$ cat config.mk
export PLATFORM = sky130hd
export DESIGN_NAME = des_arbiter
export DESIGN_NICKNAME = d
export VERILOG_FILES = /design/src/rtl/des_arbiter.sv
export SDC_FILE = /design/constraint.sdc
export NUM_CORES = 1
export LEC_CHECK = 0
export BUFFER_PORTS_ARGS = -buffer_cell sky130_fd_sc_hd__buf_2
export CAP_MARGIN = 30
export CORE_ASPECT_RATIO = 0.75
export CORE_MARGIN = 4
export CORE_UTILIZATION = 35
export DETAILED_ROUTE_END_ITERATION = 6
export GPL_TIMING_DRIVEN = 0
export PLACE_DENSITY = 0.62
export SYNTH_ARGS = -nofsm -noshare
export SYNTH_HDL_FRONTEND = slang
export SYNTH_SLANG_ARGS = --single-unit
$ cat constraint.sdc
create_clock -name clk -period 2.2 [get_ports clk]
set_input_delay 0.11 -clock clk [delete_from_list [all_inputs] [get_ports clk]]
set_output_delay 0.11 -clock clk [all_outputs]
set_load 0.005 [all_outputs]
$ cat src/rtl/des_arbiter.sv
// des_arbiter: round-robin arbiter feeding two requesters' 64-bit blocks to a DES engine in two 32-bit halves.
module des_arbiter #(
  parameter int TIMEOUT_CYCLES = 64
) (
  input  logic         clk,
  input  logic         rst,
  input  logic         req_valid_0,
  input  logic         req_valid_1,
  input  logic [64:1]  req_data_0,
  input  logic [64:1]  req_data_1,
  output logic         req_ready_0,
  output logic         req_ready_1,
  output logic         res_valid_0,
  output logic         res_valid_1,
  output logic [64:1]  res_data,
  output logic         err_timeout,
  output logic         busy,
  output logic         grant_id,
  output logic [32:1]  eng_msg,
  output logic         eng_ready_part1,
  output logic         eng_ready_part2,
  input  logic         eng_read_part1,
  input  logic         eng_done,
  input  logic [64:1]  eng_enc_msg
);
  typedef enum logic [1:0] {IDLE, SEND1, SEND2, RESP} state_t;
  state_t      r_state;
  logic [7:0]  r_cnt;
  logic [64:1] r_buf, r_res;
  logic        r_rdy0, r_rdy1, r_rv0, r_rv1, r_err, r_busy, r_gid, r_pri1, r_erp1, r_erp2;
  logic        w_g, w_to;
  // r_pri1 set means requester 1 wins a tie; cleared by reset so requester 0 starts with priority
  assign w_g  = (req_valid_0 && req_valid_1) ? r_pri1 : req_valid_1;
  assign w_to = (r_cnt == 8'(TIMEOUT_CYCLES - 1)) &&
                ((r_state == SEND1 && !eng_read_part1) || (r_state == SEND2 && !eng_done));
  assign eng_msg         = (r_state == SEND2) ? r_buf[32:1] : r_buf[64:33];
  assign req_ready_0     = r_rdy0;
  assign req_ready_1     = r_rdy1;
  assign res_valid_0     = r_rv0;
  assign res_valid_1     = r_rv1;
  assign res_data        = r_res;
  assign err_timeout     = r_err;
  assign busy            = r_busy;
  assign grant_id        = r_gid;
  assign eng_ready_part1 = r_erp1;
  assign eng_ready_part2 = r_erp2;
  always_ff @(posedge clk) begin
    if (!rst) begin
      r_state <= IDLE;
      r_cnt   <= '0;
      r_buf   <= '0;
      r_res   <= '0;
      r_rdy0  <= 1'b0;
      r_rdy1  <= 1'b0;
      r_rv0   <= 1'b0;
      r_rv1   <= 1'b0;
      r_err   <= 1'b0;
      r_busy  <= 1'b0;
      r_gid   <= 1'b0;
      r_pri1  <= 1'b0;
      r_erp1  <= 1'b0;
      r_erp2  <= 1'b0;
    end else begin
      r_rdy0 <= 1'b0;
      r_rdy1 <= 1'b0;
      r_rv0  <= 1'b0;
      r_rv1  <= 1'b0;
      r_err  <= 1'b0;
      r_cnt  <= r_cnt + 8'd1;
      if (w_to) begin
        r_state <= IDLE;
        r_cnt   <= '0;
        r_err   <= 1'b1;
        r_erp1  <= 1'b0;
        r_erp2  <= 1'b0;
        r_busy  <= 1'b0;
        r_pri1  <= !r_gid;
      end else if (r_state == IDLE) begin
        r_cnt <= '0;
        if (req_valid_0 || req_valid_1) begin
          r_state <= SEND1;
          r_rdy0  <= !w_g;
          r_rdy1  <= w_g;
          r_buf   <= w_g ? req_data_1 : req_data_0;
          r_gid   <= w_g;
          r_busy  <= 1'b1;
          r_erp1  <= 1'b1;
        end
      end else if (r_state == SEND1 && eng_read_part1) begin
        r_state <= SEND2;
        r_cnt   <= '0;
        r_erp1  <= 1'b0;
        r_erp2  <= 1'b1;
      end else if (r_state == SEND2 && eng_done) begin
        r_state <= RESP;
        r_cnt   <= '0;
        r_res   <= eng_enc_msg;
        r_erp2  <= 1'b0;
      end else if (r_state == RESP) begin
        r_state <= IDLE;
        r_cnt   <= '0;
        r_rv0   <= !r_gid;
        r_rv1   <= r_gid;
        r_pri1  <= !r_gid;
        r_busy  <= 1'b0;
      end
    end
  end
endmodule

; Yosys cells after proc, flatten, opt, wreduce, memory -nomap -nowiden
; Index checks and enable logic that the tools add are counted.
[word_totals]
input_bits = 198
output_inout_bits = 105
regBits = 148
[classes]
mux = 23
bitwise_logic = 6
n_eq_ne = 10
n_addsub = 1
n_reduce_logical = 29
[ops]
columns = operator, count
row1 = 64-bit 2-to-1 mux, 1
row2 = 32-bit 2-to-1 mux, 1
row3 = 1-bit 2-to-1 mux, 16
row4 = 4-bit AND reduction, 3
row5 = 6-bit OR reduction, 2
row6 = 2-bit 2-to-1 mux, 5
row7 = 2-bit inequality test (second input constant), 5
row8 = 8-bit by 1-bit adder with 8-bit output (second input constant), 1
row9 = 8-bit by 6-bit equality test with 1-bit output (second input constant), 1
row10 = 2-bit nonzero test, 4
row11 = 1-bit logical AND, 6
row12 = 1-bit NOT, 6
row13 = 2-bit AND reduction, 3
row14 = 2-bit equality test (second input constant), 2
row15 = 1-bit zero test, 4
row16 = 4-bit nonzero test, 1
row17 = 4-bit OR reduction, 1
row18 = 3-bit AND reduction, 1
row19 = 2-bit by 1-bit equality test with 1-bit output (second input constant), 1
row20 = 2-bit zero test, 1
row21 = 1-bit logical OR, 2
row22 = 2-bit by 1-bit inequality test with 1-bit output (second input constant), 1
row23 = 2-bit OR reduction, 1

; Depth between registers and ports, before layout
; Gate-level depths: netlist of run 1.
[logic_depth]
depth_word = 6
mapped_depth = 9
mapped_depth_nobuf = 6

; Worst setup path after synthesis of run 1
; OpenSTA, ideal clock, no wires.
[synth_path]
path_type = register -> register
from = register r_state[0]
to = register r_res, in the netlist res_data[10]
path_buffers = 3
t_required_ps = 2128
t_arrival_ps = 1788
path_slack_ps = 340
period_less_slack_ps = 1860
path_stages_with_launch = 10
cell_sequence = dfxtp_1 > inv_1 > ha_1 > buf_2 > nor2b_4 > o2111ai_4 > and3_4 > buf_8 > buf_8 > mux2i_1
[synth_via]
elab_chain_cells = 6
elab_cells_between_ends = 13
cone_classes = eq/ne (2) / bitwise (3) / reduce/logical (8)
[synth_rtl]
columns = element, line
row1 = "start, declared", 27  ; state_t r_state;
row2 = "start signal, assigned", 49  ; r_state <= IDLE;
row3 = "start signal, assigned", 71  ; r_state <= IDLE;
row4 = "start signal, assigned", 81  ; r_state <= SEND1;
row5 = 2-bit by 1-bit equality test with 1-bit output or 2-bit equality test (tied branches), "35, 89, 94"
row6 = 1-bit logical AND, 35  ; ((r_state == SEND1 && !eng_read_part1) || (r_state == SEND2 && !eng_done));
row7 = 1-bit logical OR, 35
row8 = 1-bit logical AND, 34  ; assign w_to = (r_cnt == 8'(TIMEOUT_CYCLES - 1)) &&
row9 = 1-bit NOT (no line), n/a
row10 = 4-bit AND reduction (no line) *, n/a
row11 = "end signal, assigned", 97  ; r_res <= eng_enc_msg;
row12 = "end, declared", 29  ; logic [64:1] r_buf, r_res;
; Every way passes the cells marked *; elsewhere a longest branch is shown, timed or not.
; A chain may end at the register's enable or synchronous reset.

; Worst setup path in the final report of run 1
[layout_path]
from = register r_state[0]
to = register r_res, in the netlist res_data[12]
; Same word-level chain as after synthesis.

==> reports/results.ini, run 1 <==
[critical_path]
endpoint_kind=flip-flop
cp_max_fo=10
critical_path_arrival_ps=2440
start_kind=flip-flop
cp.required_ps=2540
crit_type=flip-flop to flip-flop

[timing]
maxSlewViolCount=0
rsz0062_at_grt=no
setup_viol=0
hold_viol_final=0
clock.fmax_ghz=0.475
fin_setup_tns_ps=0
fin_skew_ps=9.71
fin_crit_ps=2100
whs_ps=23.9
layout_setup_ws_ps=95.4
fin_crit_sh_pct=95.7
slew_headroom_pct=60.9
tightest_slew_ps=587

[place]
hpwl_um=16300
place.gp.congestion=0.835
io_buffers=301
preCtsSetupSlack_ps=8.71
dpl.cell_count=1251
placed_area_mm2=0.00844

[clocking]
clkSlewWorstSetupHoldPaths_ps=60
htreeDepth=4
clock-sinks=148
clock_latency_ps=410
cts_buffers=17
clockRootBuffer=clkbuf_16
clockBufferDepth=2
cts_tree=yes
cts_setup_buffers=0

[routing]
first_pass_iters=4
routed_wl_um=21600
drt_iter0_markers=298
drc=0
num_vias=6339
viasPerCell=4.71
drtAntennaViolNets=0
wire_per_inst_um=16.0

[floorplan]
core_mm2=0.0186
die_h_um=127
start_util_pct=35.7
die-area_mm2=0.0212
die_w_um=167
io_pins=303
rows=43

[final_layout]
fin_area_mm2=0.00976
drive_gt1_share_pct=36.0
multi_input_area_mm2=0.00333
nets=1291
regArea_mm2=0.00296
fillers=1728
utilization_pct=52.6
layout.cells.non_filler=1346
areaGrowthSynthToFinish_pct=47.3
diodes=0

[synthesis]
ys_ff_latch=148
synth_cell_types=34
avgSynthCellArea_um2=9.43
synthesis.area_mm2=0.00663
syn-num-nets=907
synth_seq_area_share_pct=44.7
yosysWarnings=0
postSynthCellCount=703

[hold_path]
worstHoldPathType=primary input to flip-flop

[grt]
grt_pass1_vias=6263
grt_usage_pct=19.7
grt_start_max_net_pins=17
grt_pass1_wl_um=33300
antenna_found_initial=2
overflow=0

[power]
total_power_mw=7.32
power.density_mw_per_mm2=750
p_leak_nw=4.65
vdd_drop_max_mv=0.483

[outcome]
status=finished clean

[flow_run]
cap_violations=0

==> cell usage after synthesis <==
master / n / area share [%]
and3_2: 1 / 0.11
nor3_1: 4 / 0.30
o21ai_0: 4 / 0.30
and2_1: 2 / 0.19
inv_1: 8 / 0.45
nand3_1: 3 / 0.23
o2111ai_4: 1 / 0.40
nand2b_1: 1 / 0.094
o21ai_2: 1 / 0.13
nor2b_1: 2 / 0.19
or2_2: 1 / 0.094
a211oi_1: 64 / 7.2
o22ai_1: 2 / 0.19
nor3b_1: 1 / 0.11
nor2_1: 80 / 4.5
ha_1: 6 / 1.1
buf_8: 7 / 1.6
xor2_1: 3 / 0.40
and3_4: 1 / 0.17
o31ai_1: 1 / 0.11
dfxtp_1: 148 / 45
nand2_1: 140 / 7.9
buf_2: 8 / 0.60
buf_4: 4 / 0.45
clkbuf_1: 27 / 1.5
nand4b_1: 1 / 0.13
xnor2_1: 3 / 0.40
buf_1: 9 / 0.51
a22oi_1: 1 / 0.11
mux2_2: 32 / 5.4
a31oi_1: 1 / 0.094
mux2i_1: 129 / 19
a21oi_1: 6 / 0.45
nor2b_4: 1 / 0.21
==> layout by cell type (no fill, tap or decap), types with 8 or more instances in the layout <==
cell type,synthesis,final
buf_2,8,308
dfxtp_1,148,147
nand2_1,140,140
mux2i_1,129,129
nor2_1,80,80
a211oi_1,64,64
dlygate4sd3_1,0,64
mux2_2,32,32
clkbuf_1,27,26
clkbuf_16,0,17
inv_1,8,8
==> final cells by class <==
| type | count | share of cell area [%] |
|---|---|---|
| buffer | 55 | 3.50 |
| inverter | 8 | 0.308 |
| clock inverter | 13 | 2.11 |
| clock buffer | 18 | 4.50 |
| tap | 247 | 3.17 |
| multi-input combinational | 492 | 34.1 |
| sequential | 148 | 30.4 |
| timing repair buffer | 365 | 22.0 |
==> timing repair <==
| action | CTS | global route |
|---|---|---|
| hold buffers | 64 | 0 |
| hold endpoints to repair | 64 | 0 |
| gates resized for setup | 6 | 9 |
| pin swaps | 0 | 1 |
| setup endpoints to repair | 31 | 98 |
==> critical path, cell delays in order, from the launching register on <==
cell	delay, ps
dfxtp_2	360
inv_1	100
ha_1	200
clkbuf_4	200
nor2b_4	150
o2111ai_4	250
and3_4	240
buf_12	150
buf_8	170
mux2i_1	200
==> sequential cells by signal, indices dropped and copies added, names as in the netlist, 2 cells and up <==
name / count
r_buf: 64
r_cnt: 8
r_state: 2
res_data: 64
==> metal layers <==
| metal | up-vias | part of all wire, % | global-route usage (%) |
|---|---|---|---|
| li1 | 3178 | - | - |
| met5 | - | 0.16 | 0 |
| met2 | 240 | 47 | 33.4 |
| met1 | 2891 | 43 | 24.6 |
| met3 | 26 | 7.5 | 5.78 |
| met4 | 4 | 1.6 | 5.96 |
==> where the power goes <==
part / internal, mW / switching (mW)
clock: 2.04 / 1.15
combinational: 0.577 / 0.604
sequential: 2.86 / 0.0933
==> cell families after synthesis <==
logic type / after synthesis / synth area share [%]
DFF: 148 / 44.7
xor gates and xnor gates: 6 / 0.793
AOI/OAI and AO/OA: 81 / 9.04
buffers and inverters: 63 / 5.13
muxes: 161 / 24.9
adders and majority gates: 6 / 1.13
and+or+nand+nor: 238 / 14.3
==> final timing paths <==
kind / startpoint / to / slack (ps) / cells past startpoint
max: r_state[0]$_SDFFE_PP0P_ / res_data[12]$_SDFFE_PN0P_ / 100 / 9
max reg2reg: r_state[0]$_SDFFE_PP0P_ / res_data[12]$_SDFFE_PN0P_ / 100 / 9
min reg2reg: res_data[2]$_SDFFE_PN0P_ / res_data[2]$_SDFFE_PN0P_ / 450 / 2
min: req_data_1[58] / r_buf[58]$_SDFFE_PN0P_ / 20 / 3
Power figures use the tool's default switching activity.
==> run 2, diff against run 1 <==
--- a/config.mk
+++ b/config.mk
@@ -5,10 +5,10 @@
 export SDC_FILE = /design/constraint.sdc
 export NUM_CORES = 1
 export LEC_CHECK = 0
+export ABC_AREA = 1
 export BUFFER_PORTS_ARGS = -buffer_cell sky130_fd_sc_hd__buf_2
 export CAP_MARGIN = 30
 export CORE_ASPECT_RATIO = 0.75
-export CORE_MARGIN = 4
 export CORE_UTILIZATION = 35
 export DETAILED_ROUTE_END_ITERATION = 6
 export GPL_TIMING_DRIVEN = 0
==> run 2 against run 1 <==
Combinational power rose by 52%. Clock power fell by 7.2%. Wire length rose by 2.7%. Count of clock-buffer cells in the layout fell by 1. Sequential share of layout area rose by 0.36 points. Sequential cell count did not move. Via count rose by 14%. Fmax rose by 1.9%. Clock skew rose by 2.6 ps. Setup slack improved by 40 ps. Largest power group is now sequential cells. Highest routed layer is now met4.
==> reports/results.ini, run 2 <==
[grt]
grt_pass1_vias=6921
grt_pass1_wl_um=34500
grt_use_met1_pct=31.0
use_met2_pct=33.5
grt_start_max_net_pins=17
grt_usage_pct=22.5
top_usage_layer=met2
overflow=0
use_met3_pct=4.22
antenna_found_initial=1

[final_layout]
multi_input_area_mm2=0.00299
final_cell_mix=buf_2, nand2_1, dfxtp_1
fillers=1807
areaGrowthSynthToFinish_pct=46.4
drive_gt1_share_pct=33.8
fin_area_mm2=0.00965
regArea_mm2=0.00296
final_common_cell=buf_2
nets=1448

[synthesis]
synth_cell_types=27
avgSynthCellArea_um2=7.65
ys_ff_latch=148
async_flop_share_pct=0
post-synth-top-area-cell=dfxtp_1
postSynthCellCount=861
synth_common_cells=nand2_1, dfxtp_1, nand3_1
yosysWarnings=0
synth-edff-count=0
syn-num-nets=1065
synthesis.area_mm2=0.00659
synth_top_area_share_pct=45.0
ys.flop_type=dfxtp_1
synth_seq_area_share_pct=45.0
synth_area_leaders=dfxtp_1, nand2_1, nand3_1, o211ai_1, mux2_2
yosysMostFrequentCell=nand2_1

[place]
io_buffers=301
hpwl_um=16100
place.gp.congestion=0.835
placed_area_mm2=0.00841

[critical_path]
start_kind=flip-flop
critical_path_arrival_ps=1950
cp_max_fo=10
cp.required_ps=2090
endpoint_kind=output pin
crit_type=flip-flop to output pin

[timing]
maxSlewViolCount=0
fin_crit_ps=2060
setup_viol=0
hold_viol_final=0
fin_setup_tns_ps=0
clock.fmax_ghz=0.484
rsz0062_at_grt=no
fin_crit_sh_pct=93.9
whs_ps=25.5
fin_skew_ps=12.3
tightest_slew_ps=630
slew_headroom_pct=58.0

[floorplan]
core_mm2=0.0185
rows=43
io_pins=303
die-area_mm2=0.0194
die_h_um=121
die_w_um=160
start_util_pct=35.7

[routing]
viasPerCell=4.80
wire_per_inst_um=14.7
routed_wl_um=22200
first_pass_iters=7
num_vias=7216
drc=0
drt_iter0_markers=418
drtAntennaViolNets=0

[outcome]
status=finished clean

[clocking]
clock-sinks=148
cts_tree=yes
htreeDepth=4
clockBufferDepth=2
clockRootBuffer=clkbuf_16
clkSlewWorstSetupHoldPaths_ps=60
clock_latency_ps=410
cts_buffers=17
cts_setup_buffers=0

[power]
p_leak_nw=4.81
vdd_drop_max_mv=0.412
power.density_mw_per_mm2=818
total_power_mw=7.89

[flow_run]
cap_violations=0

[hold_path]
worstHoldPathType=primary input to flip-flop

-- run 2: changes by cell type after synthesis, sizes merged, moves of 12 or more --
cell and change:
a211oi -64, a21oi +64, buf +24, clkbuf -12, inv +74, mux2i -129
nand2 +81, nand3 +133, nor2 -56, o211ai +64
-- run 2: area by class of cell --
cell class | instances | area share [%]
diodes | 1 | 0.0259
plain buffers | 67 | 3.48
clock buffers | 17 | 4.41
clock inverters | 13 | 1.80
inverters | 82 | 3.19
multi-input cells | 564 | 31.0
flip-flops and latches | 148 | 30.7
well taps | 247 | 3.20
repair buffers | 364 | 22.2
-- run 2: stage by stage --
step	setup WS [ps]	utilization (%)	cells
4_1_cts	58.0	52.2	1502
5_1_grt	4.35	52.3	1503
3_3_place_gp	395	45.5	1409
6_report	135	52.3	1503
2_1_floorplan	658	-	861
3_5_place_dp	362	45.5	1409
-- run 2: power by group --
| part | internal [mW] | total (mW) | leakage (nW) | switching, mW |
|---|---|---|---|---|
| clock network | 1.79 | 2.96 | 0.283 | 1.17 |
| logic | 0.789 | 1.79 | 3.32 | 0.998 |
| registers | 2.98 | 3.15 | 1.21 | 0.162 |
| total | 5.57 | 7.89 | 4.81 | 2.33 |
-- run 2: final timing paths --
kind / from / end / slack [ps] / cells after the start
worst max register to register: r_state[1]$_SDFFE_PP0P_ / r_buf[50]$_SDFFE_PN0P_ / 320 / 8
worst min register to register: r_cnt[0]$_SDFF_PP0_ / r_cnt[0]$_SDFF_PP0_ / 450 / 1
worst max-delay path: r_state[0]$_SDFFE_PP0P_ / eng_msg[16] / 140 / 6
worst min-delay path: req_data_1[23] / r_buf[23]$_SDFFE_PN0P_ / 30 / 5
-- run 2: cell families after synthesis --
family | Yosys count | share of synthesized area (%)
AND/OR/NAND/NOR | 386 | 25.5
buffers and inverters | 149 | 9.64
flip-flops | 148 | 45.0
AO/OA/AOI/OAI | 137 | 12.9
multiplexers | 32 | 5.47
adder cells (fa/ha/maj) | 6 | 1.14
XOR/XNOR | 3 | 0.399
-- run 2: critical path: stages (launching register included) --
cell	delay, ps
dfxtp_1	340
inv_1	110
ha_1	150
buf_4	170
clkbuf_4	260
mux2_2	370
buf_2	140
-- run 2: layer usage --
| metal | up-vias | wire (um) |
|---|---|---|
| li1 | 3619 | - |
| met1 | 3296 | 10900 |
| met2 | 238 | 9460 |
| met3 | 63 | 935 |
| met4 | 0 | 879 |
| met5 | - | 0 |
-- run 2: what timing repair did --
item	4_1_cts	5_1_grt
endpoints found under the hold margin	63	0
hold buffers	63	0
endpoints found under the setup margin	0	30
gates resized for setup	0	4
==> run 3, diff against run 2 <==
--- a/config.mk
+++ b/config.mk
@@ -9,6 +9,7 @@
 export BUFFER_PORTS_ARGS = -buffer_cell sky130_fd_sc_hd__buf_2
 export CAP_MARGIN = 30
 export CORE_ASPECT_RATIO = 0.75
+export CORE_MARGIN = 2
 export CORE_UTILIZATION = 35
 export DETAILED_ROUTE_END_ITERATION = 6
 export GPL_TIMING_DRIVEN = 0
==> run 3 against run 2 <==
Die area grew 2.9%. Design area about the same. Non-clock buffer count is 1 higher. Cell count up 0.13%. Sequential power barely moved. Worst hold slack lost 11 ps. First-iteration DRC count down 1.2%. Critical path depth did not move. Count of clock-buffer cells in the layout rose by 2. Sequential share of layout area hardly changed. Largest cell class unchanged. Highest routed layer is now met5.
==> reports/results.ini, run 3 (synthesis results as in run 2) <==
[outcome]
status=finished clean

[timing]
setup_viol=0
hold_viol_final=0
slew_headroom_pct=58.7
fin_setup_tns_ps=0
fin_crit_ps=2080
layout_setup_ws_ps=122
fin_crit_sh_pct=94.5
maxSlewViolCount=0
fin_skew_ps=10.7
whs_ps=14.4
clock.fmax_ghz=0.481
rsz0062_at_grt=no
tightest_slew_ps=620

[critical_path]
start_kind=flip-flop
cp_max_fo=10
cp.required_ps=2090
endpoint_kind=output pin
critical_path_arrival_ps=1970
r2r_cells=8
crit_type=flip-flop to output pin

[power]
power.density_mw_per_mm2=817
combPwrFrac_pct=22.6
p_leak_nw=4.81
total_power_mw=7.89
switchingPower_mw=2.37
p_seq_share_pct=39.8
vdd_drop_max_mv=0.419
p_clk_share_pct=37.6
swShare_pct=30.1
power.internal_mw=5.52

[routing]
viasPerCell=4.84
drc=0
drt_iter0_markers=413
drtAntennaViolNets=0
num_vias=7286
routed_wl_um=22500
wire_per_inst_um=14.9
first_pass_iters=7

[clocking]
clock-sinks=148
clkSlewWorstSetupHoldPaths_ps=70
htreeDepth=4
cts_tree=yes
clock_latency_ps=420
clockBufferDepth=2
cts_setup_buffers=0
clockRootBuffer=clkbuf_16
cts_buffers=17

[final_layout]
drive_gt1_share_pct=33.9
final_common_cell=buf_2
nets=1449
areaGrowthSynthToFinish_pct=46.5
final_cell_mix=buf_2, nand2_1, dfxtp_1
diodes=0
utilization_pct=52.3
fillers=1781

[floorplan]
rows=43
io_pins=303
core_mm2=0.0185
die_h_um=123
die_w_um=162
die-area_mm2=0.0200
start_util_pct=35.7

[place]
place.gp.congestion=0.856
io_buffers=301
preCtsSetupSlack_ps=344
hpwl_um=16500

[hold_path]
hold_depth=5
worstHoldPathType=primary input to flip-flop

[grt]
grt_usage_pct=22.4
grt_start_max_net_pins=17
overflow=0
antenna_found_initial=1
grt_pass1_wl_um=35300
grt_pass1_vias=7024

[flow_run]
cap_violations=0

## run 3: cell count changes in the layout (fill, tap and decap cells not counted), sizes merged
| cell | delta |
|---|---|
| buf | -1 |
| clkinv | +2 |
| bufinv | -1 |
| dlygate4sd3 | +1 |
| inv | -2 |
| diode | -1 |
| clkinvlp | +1 |
| clkbuf | +3 |
## run 3: per-stage QoR
step	instances	area, um^2
finish	1505	9650
global route	1505	9650
CTS	1505	9650
detailed placement	1409	8410
global placement	1409	8410
floorplan	861	6590
## run 3: worst paths after layout
| check | from | end | slack [ps] |
|---|---|---|---|
| min reg2reg | r_cnt[0]$_SDFF_PP0_ | r_cnt[0]$_SDFF_PP0_ | 450 |
| max reg2reg | r_state[0]$_SDFFE_PP0P_ | r_buf[62]$_SDFFE_PN0P_ | 280 |
| max | r_state[0]$_SDFFE_PP0P_ | eng_msg[4] | 120 |
| min | req_data_1[57] | r_buf[57]$_SDFFE_PN0P_ | 10 |
## run 3: repair_timing
item	in CTS	in global routing
setup endpoints to repair	0	30
gates resized for setup	0	3
hold buffers	64	0
hold endpoints to repair	64	0
## run 3: power by group through the flow
stage	Sequential, mW	Combinational (mW)	Clock [mW]
after floorplan	3.15	1.02	0
after global placement	3.19	1.67	0
after detailed placement	3.19	1.68	0
after CTS	3.14	1.78	3.02
after global routing	3.18	1.99	3.14
final	3.14	1.78	2.97
## run 3: worst max-delay path, stage by stage, from the launching register on
cell and delay (ps):
dfxtp_1 340, inv_1 120, ha_1 150, buf_4 170, clkbuf_4 260, mux2_2 370
buf_2 130
## run 3: cell type report
cell class / instances / area, um^2 / area share, %
Timing Repair Buffer: 365 / 2150 / 22.2
Clock buffer: 19 / 453 / 4.69
Tap cell: 247 / 309 / 3.20
Clock inverter: 13 / 148 / 1.53
Multi-Input combinational cell: 564 / 2990 / 31.0
Buffer: 67 / 335 / 3.47
Sequential cell: 148 / 2960 / 30.7
Inverter: 82 / 308 / 3.19
## run 3: routing by layer
layer,vias to the layer above,share of wire (%),global-route usage [%]
met1,3365,48,30.7
met5,-,0.058,0
met3,46,5.1,4.26
li1,3617,-,-
met2,256,44,35.3
met4,2,2.4,7.69
